===== config.mk =====
export PLATFORM = sky130hd
export DESIGN_NAME = noc_packetizer
export DESIGN_NICKNAME = d
export VERILOG_FILES = /design/src/rtl/noc_pkg.sv /design/src/rtl/noc_credit_counter.sv /design/src/rtl/noc_packetizer.sv
export SDC_FILE = /design/constraint.sdc
export NUM_CORES = 1
export LEC_CHECK = 0
export BUFFER_PORTS_ARGS = -buffer_cell sky130_fd_sc_hd__buf_4
export CAP_MARGIN = 40
export CORE_MARGIN = 1
export CORE_UTILIZATION = 30
export DETAILED_ROUTE_END_ITERATION = 8
export GPL_TIMING_DRIVEN = 0
export PLACE_DENSITY = 0.62
export SYNTH_ARGS = -nofsm -noshare
export SYNTH_HDL_FRONTEND = slang
export SYNTH_HIERARCHICAL = 1
export SYNTH_SLANG_ARGS = --single-unit

===== constraint.sdc =====
create_clock -name clk -period 2.4 [get_ports clk]
set_input_delay 0.24 -clock clk [delete_from_list [all_inputs] [get_ports clk]]
set_output_delay 0.24 -clock clk [all_outputs]
set_load 0.1 [all_outputs]

===== src/rtl/noc_pkg.sv =====
// -----------------------------------------------------------------------------
// noc -- shared NoC types and constants.
//   xy_t           : router coordinate (4-bit x, 4-bit y)
//   message_t      : 5-bit message type
//   preamble_t     : head/tail marks carried with every flit
//   packet_info_t  : head-flit contents {source, destination, message}
//   PortQueueDepth : slots in a downstream port queue (initial credit count)
//   CreditsWidth   : width of a credit counter able to hold PortQueueDepth
//   pkt_state_e    : packetizer FSM state
// -----------------------------------------------------------------------------
package noc;

   typedef struct packed {
      logic [3:0] x;
      logic [3:0] y;
   } xy_t;

   typedef logic [4:0] message_t;

   typedef struct packed {
      logic head;
      logic tail;
   } preamble_t;

   typedef struct packed {
      xy_t      source;
      xy_t      destination;
      message_t message;
   } packet_info_t;

   localparam int PortQueueDepth = 2;
   localparam int CreditsWidth   = $clog2(PortQueueDepth + 1);

   typedef enum logic [1:0] {
      kIdle = 2'd0,
      kHead = 2'd1,
      kBody = 2'd2
   } pkt_state_e;

endpackage


===== src/rtl/noc_credit_counter.sv =====
// -----------------------------------------------------------------------------
// noc_credit_counter -- tracks free slots in a downstream queue.
//   clk, rst   : clock, asynchronous active-high reset
//   consume    : a flit is sent this cycle (takes one slot)
//   credit_in  : downstream freed one slot this cycle
//   available  : current number of free slots (0..Depth)
//   overflow   : sticky, set when a credit arrives while already full
// The counter saturates at both ends; a consume and a credit in the same
// cycle cancel out.
// -----------------------------------------------------------------------------
module noc_credit_counter
   import noc::*;
#(
   parameter int Depth = PortQueueDepth,
   parameter int Width = CreditsWidth
) (
   input  logic             clk,
   input  logic             rst,
   input  logic             consume,
   input  logic             credit_in,
   output logic [Width-1:0] available,
   output logic             overflow
);

   localparam logic [Width-1:0] Full = Width'(Depth);

   logic [Width-1:0] count_q, count_d;
   logic             overflow_q, overflow_d;

   always_comb begin
      count_d    = count_q;
      overflow_d = overflow_q;
      if (consume && !credit_in) begin
         // Callers only consume with credits available; the guard keeps
         // the counter from wrapping if that contract is ever broken.
         if (count_q != '0) count_d = count_q - 1'b1;
      end else if (credit_in && !consume) begin
         if (count_q == Full) overflow_d = 1'b1;
         else                 count_d    = count_q + 1'b1;
      end
   end

   always_ff @(posedge clk or posedge rst) begin
      if (rst) begin
         count_q    <= Full;
         overflow_q <= 1'b0;
      end else begin
         count_q    <= count_d;
         overflow_q <= overflow_d;
      end
   end

   assign available = count_q;
   assign overflow  = overflow_q;

endmodule


===== src/rtl/noc_packetizer.sv =====
// -----------------------------------------------------------------------------
// noc_packetizer -- turns a packet request plus a payload stream into flits.
//   clk, rst         : clock, asynchronous active-high reset
//   req_*            : packet request (valid/ready), destination, message,
//                      number of body flits
//   pl_*             : payload words (valid/ready), one per body flit
//   flit_*           : registered flit output, valid for one cycle per flit
//   credit_in        : downstream freed one queue slot
//   credit_overflow  : sticky protocol error (credit returned while full)
//   dbg_state        : current FSM state
//   dbg_credits      : current credit count
// Handshakes: a transfer happens on a cycle where valid and ready are both
// high; ready never depends on valid, and valid is not withdrawn by this
// block. A packet is one head flit followed by req_length body flits; the
// last flit carries tail=1.
// -----------------------------------------------------------------------------
module noc_packetizer
   import noc::*;
#(
   parameter xy_t LocalXY      = '0,
   parameter int  DataWidth    = 32,
   parameter int  MaxBodyFlits = 15,
   localparam int LenWidth     = $clog2(MaxBodyFlits + 1)
) (
   input  logic                    clk,
   input  logic                    rst,
   input  logic                    req_valid,
   output logic                    req_ready,
   input  xy_t                     req_destination,
   input  message_t                req_message,
   input  logic [LenWidth-1:0]     req_length,
   input  logic                    pl_valid,
   output logic                    pl_ready,
   input  logic [DataWidth-1:0]    pl_data,
   output logic                    flit_valid,
   output preamble_t               flit_preamble,
   output logic [DataWidth-1:0]    flit_data,
   input  logic                    credit_in,
   output logic                    credit_overflow,
   output pkt_state_e              dbg_state,
   output logic [CreditsWidth-1:0] dbg_credits
);

   localparam int InfoWidth = $bits(packet_info_t);

   if (DataWidth < InfoWidth) begin : g_width_check
      $error("noc_packetizer: DataWidth must be at least $bits(packet_info_t)");
   end

   pkt_state_e                state_q, state_d;
   xy_t                       dest_q, dest_d;
   message_t                  msg_q, msg_d;
   logic [LenWidth-1:0]       len_q, len_d;
   logic [LenWidth-1:0]       remaining_q, remaining_d;
   logic                      flit_valid_q, flit_valid_d;
   preamble_t                 flit_preamble_q, flit_preamble_d;
   logic [DataWidth-1:0]      flit_data_q, flit_data_d;

   logic                      issue;
   logic                      has_credit;
   logic [CreditsWidth-1:0]   credits;
   logic [DataWidth-1:0]      head_data;

   noc_credit_counter #(
      .Depth (PortQueueDepth),
      .Width (CreditsWidth)
   ) u_credit (
      .clk       (clk),
      .rst       (rst),
      .consume   (issue),
      .credit_in (credit_in),
      .available (credits),
      .overflow  (credit_overflow)
   );

   assign has_credit = (credits != '0);

   always_comb begin
      state_d         = state_q;
      dest_d          = dest_q;
      msg_d           = msg_q;
      len_d           = len_q;
      remaining_d     = remaining_q;
      flit_valid_d    = 1'b0;
      // Preamble and data hold their last value between flits.
      flit_preamble_d = flit_preamble_q;
      flit_data_d     = flit_data_q;
      issue           = 1'b0;
      req_ready       = 1'b0;
      pl_ready        = 1'b0;

      head_data                = '0;
      head_data[InfoWidth-1:0] = {LocalXY, dest_q, msg_q};

      case (state_q)
         kIdle: begin
            req_ready = 1'b1;
            if (req_valid) begin
               dest_d  = req_destination;
               msg_d   = req_message;
               len_d   = req_length;
               state_d = kHead;
            end
         end
         kHead: begin
            if (has_credit) begin
               issue                = 1'b1;
               flit_valid_d         = 1'b1;
               flit_preamble_d.head = 1'b1;
               flit_preamble_d.tail = (len_q == '0);
               flit_data_d          = head_data;
               remaining_d          = len_q;
               state_d              = (len_q == '0) ? kIdle : kBody;
            end
         end
         kBody: begin
            pl_ready = has_credit;
            if (pl_valid && has_credit) begin
               issue                = 1'b1;
               flit_valid_d         = 1'b1;
               flit_preamble_d.head = 1'b0;
               flit_preamble_d.tail = (remaining_q == LenWidth'(1));
               flit_data_d          = pl_data;
               remaining_d          = remaining_q - 1'b1;
               if (remaining_q == LenWidth'(1)) state_d = kIdle;
            end
         end
         default: state_d = kIdle;
      endcase
   end

   always_ff @(posedge clk or posedge rst) begin
      if (rst) begin
         state_q         <= kIdle;
         dest_q          <= '0;
         msg_q           <= '0;
         len_q           <= '0;
         remaining_q     <= '0;
         flit_valid_q    <= 1'b0;
         flit_preamble_q <= '0;
         flit_data_q     <= '0;
      end else begin
         state_q         <= state_d;
         dest_q          <= dest_d;
         msg_q           <= msg_d;
         len_q           <= len_d;
         remaining_q     <= remaining_d;
         flit_valid_q    <= flit_valid_d;
         flit_preamble_q <= flit_preamble_d;
         flit_data_q     <= flit_data_d;
      end
   end

   assign flit_valid    = flit_valid_q;
   assign flit_preamble = flit_preamble_q;
   assign flit_data     = flit_data_q;
   assign dbg_state     = state_q;
   assign dbg_credits   = credits;

endmodule

==> metrics.md <==
| Metric | Value |
|---|---|
| Worst EP required | `2.67 ns` |
| Slowest stage delay, CP | `0.44 ns` |
| Number of global-route vias before repair | `2286` |
| Die area | `between 9000 and 10000 µm²` |
| CTS Buf Count | `9` |
| Diode count | `0` |
| Layout cells sized above 1 | `43.9%` |
| Most frequent cells in the layout | `97 x buf_4, 58 x dfrtp_1, 57 x nand2_1` |
| Setup tns final | `0 ns` |
| GRT overflow | `0` |
| Final worst path period share | `approximately 93%` |
| Die H | `~100 µm` |
| Final hold vios | `0` |
| Final WL | `6700 µm` |
| H-tree depth | `3` |
| Crit path cell chain | `inv_4 -> ha_4 -> buf_6 -> buf_4 -> a21oi_1 -> nor3b_2 -> ha_1 -> o21bai_1 -> a211o_1` |
| Syn Std Cell Area | `2790 µm²` |
| Post-synth EDFFs | `0` |
| Site row count | `34` |
| Final instance area | `between 3000 and 4000 µm²` |
| Area grow syn2layout | `41.8%` |
| DR WL/cell | `around 14 µm` |
| Outcome | `finished with violations` |
| Ports | `96` |
| CTS Root Cell | `clkbuf_8` |
| Clk Latency, worst-skew pair | `0.34 ns` |
| Failing checks | `design-rule violations` |
| Netlist cell types | `42` |
| R2R setup slack | `0.16 ns` |
| Filler cell count | `877` |
| CTS resizes | `0` |
| Die width | `98.4 µm` |
| Worst-Margin Slew | `a little under 0.5 ns` |
| Crit end category | `flop` |
| Worst EP arrival | `2.51 ns` |
| Fmax | `447 MHz` |
| Clock Sinks | `61` |
| Vias per cell | `4.61` |
| Final setup skew | `0.0117 ns` |
| Ys Warns | `6` |
| Placed insts | `460` |
| Commonest non-fill, non-tap cell in the layout | `buf_4` |
| Number of post-CTS setup repair buffers | `0` |
| Ys flop type | `dfrtp_1` |
| RSZ-0062 raised after global routing | `no` |
| 1st-pass router iterations | `6` |
| CP Class | `reg -> reg` |
| Max Slew Vio Count | `0` |
| RD Place Congestion | `0.699` |
| First-pass GRT wire length | `between 10000 and 15000 µm` |
| Post-CTS Hold Buffers | `1` |
| Final instance count without filler cells | `477` |
| Number of max-cap violations | `0` |
| HP Class | `in -> reg` |
| Gate count after technology mapping | `approximately 260` |
| Tmin final | `2.24 ns` |
| Endpoints failing setup | `0` |
| Worst setup SP type | `flop` |
| Seq cells post-synth | `just over 60` |
| Largest net degree at the start of global routing | `22` |
| TritonCTS clock tree | `built` |
| Initial antenna violation count | `0` |
| Core area | `roughly 8800 µm²` |
| Slowest CP cell | `dfrtp_2` |
| Syn_nets | `roughly 320` |
| Detail Placement HPWL | `4920 µm` |
| Syn_area_per_cell | `10.9 µm²` |
| Ys async rst share | `100%` |
| Initial drt markers | `105` |
| Tot GR Track Use | `about 15%` |
| Final ANT Viol Nets | `0` |
| Port Buffer Count | `95` |
| Clock tree buffer depth | `2` |
| Post-synthesis sequential area ratio | `54.8%` |
| Initial Util | `31.5%` |
| Total number of vias | `between 2000 and 2500` |
| Placed Area | `3720 µm²` |
| Drt drc | `9` |
| Clock-pin slew on the worst setup and hold paths | `0.08 ns` |
| Slew HR | `67.7%` |
| Final #Nets | `roughly 430` |
| CP max FO | `10` |
[Yosys cell counts, drive strengths merged (2+ instances only)]
cell    number  area share [%]
a21oi        3            0.67
buf         12             3.1
clkbuf       2            0.27
dfrtp       60              54
ha           9             4.0
inv          9             1.2
mux2        20             8.2
mux2i       13             4.7
nand2       57             7.7
nand3       21             3.8
nor2         3            0.49
nor2b        5             1.4
nor3         2            0.36
o211ai       2            0.72
o21ai       20             3.9
or2          2            0.45
[registers in the layout, summed over array words and instances (netlist names)]
register	cells
msg_q	5
remaining_q	4
dest_q	8
len_q	4
dbg_state	2
flit_preamble	2
flit_valid	1
u_credit/overflow	1
u_credit/available	2
flit_data	32
[per-layer routing]
metal	track usage [%]	share of wire, %	up-vias
met1	17.4	44	1046
met4	7.23	1.6	0
li1	-	-	1081
met3	3.51	5.0	10
met5	0	0	-
met2	26.3	50	64
[critical path, delay by kind of cell, from the launching register on]
kind	cells	cell delay, ns
AND/OR/NAND/NOR	1	0.24
adder cells (fa/ha/maj)	2	0.45
flip-flops	1	0.44
AO/OA/AOI/OAI	3	0.59
buffers and inverters	3	0.47
[metrics by stage]
| stage | utilization (%) | setup WS [ns] | hold WS [ns] |
|---|---|---|---|
| 5_1_grt | 44.7 | 0.0133 | 0.104 |
| 2_1_floorplan | - | -0.00517 | -0.00708 |
| 3_5_place_dp | 42.1 | 0.135 | 0.133 |
| 4_1_cts | 44.7 | 0.117 | 0.105 |
| 3_3_place_gp | 41.4 | -0.326 | 0.125 |
| 6_report | 44.7 | 0.163 | 0.124 |
[path summary, 6_finish.rpt]
check                                               start                                end  depth (start not counted)
max in group asynchronous                             rst               len_q[2]$_DFFE_PP0P_                          5
min in group asynchronous                             rst      u_credit/overflow$_DFFE_PP0P_                          3
worst max-delay path             dbg_state[0]$_DFFE_PP0P_  u_credit/available[1]$_DFFE_PP1P_                          9
worst min-delay path                   req_destination[0]              dest_q[0]$_DFFE_PP0P_                          2
worst max register to register   dbg_state[0]$_DFFE_PP0P_  u_credit/available[1]$_DFFE_PP1P_                          9
worst min register to register  flit_data[18]$_DFFE_PP0P_          flit_data[18]$_DFFE_PP0P_                          2
[cell type report]
class / count / area, µm² / area share, %
inverters: 9 / 36.3 / 0.918
multi-input cells: 171 / 1150 / 29.2
well taps: 108 / 135 / 3.42
clock buffers: 9 / 124 / 3.13
repair buffers: 98 / 778 / 19.7
plain buffers: 14 / 96.3 / 2.44
flip-flops and latches: 61 / 1530 / 38.7
clock inverters: 7 / 97.6 / 2.47
[cell families after synthesis]
group | Yosys count | share of synthesized area (%)
buf+inv | 23 | 4.58
fa+ha+maj | 9 | 4.04
compound gates | 31 | 7.18
mux | 33 | 12.9
flops | 61 | 54.8
simple gates | 97 | 16.2
xor+xnor | 1 | 0.314
Power is left out: the tool's default activity adds up to more than one toggle a clock period on the data nets, which glitch-free logic cannot reach.
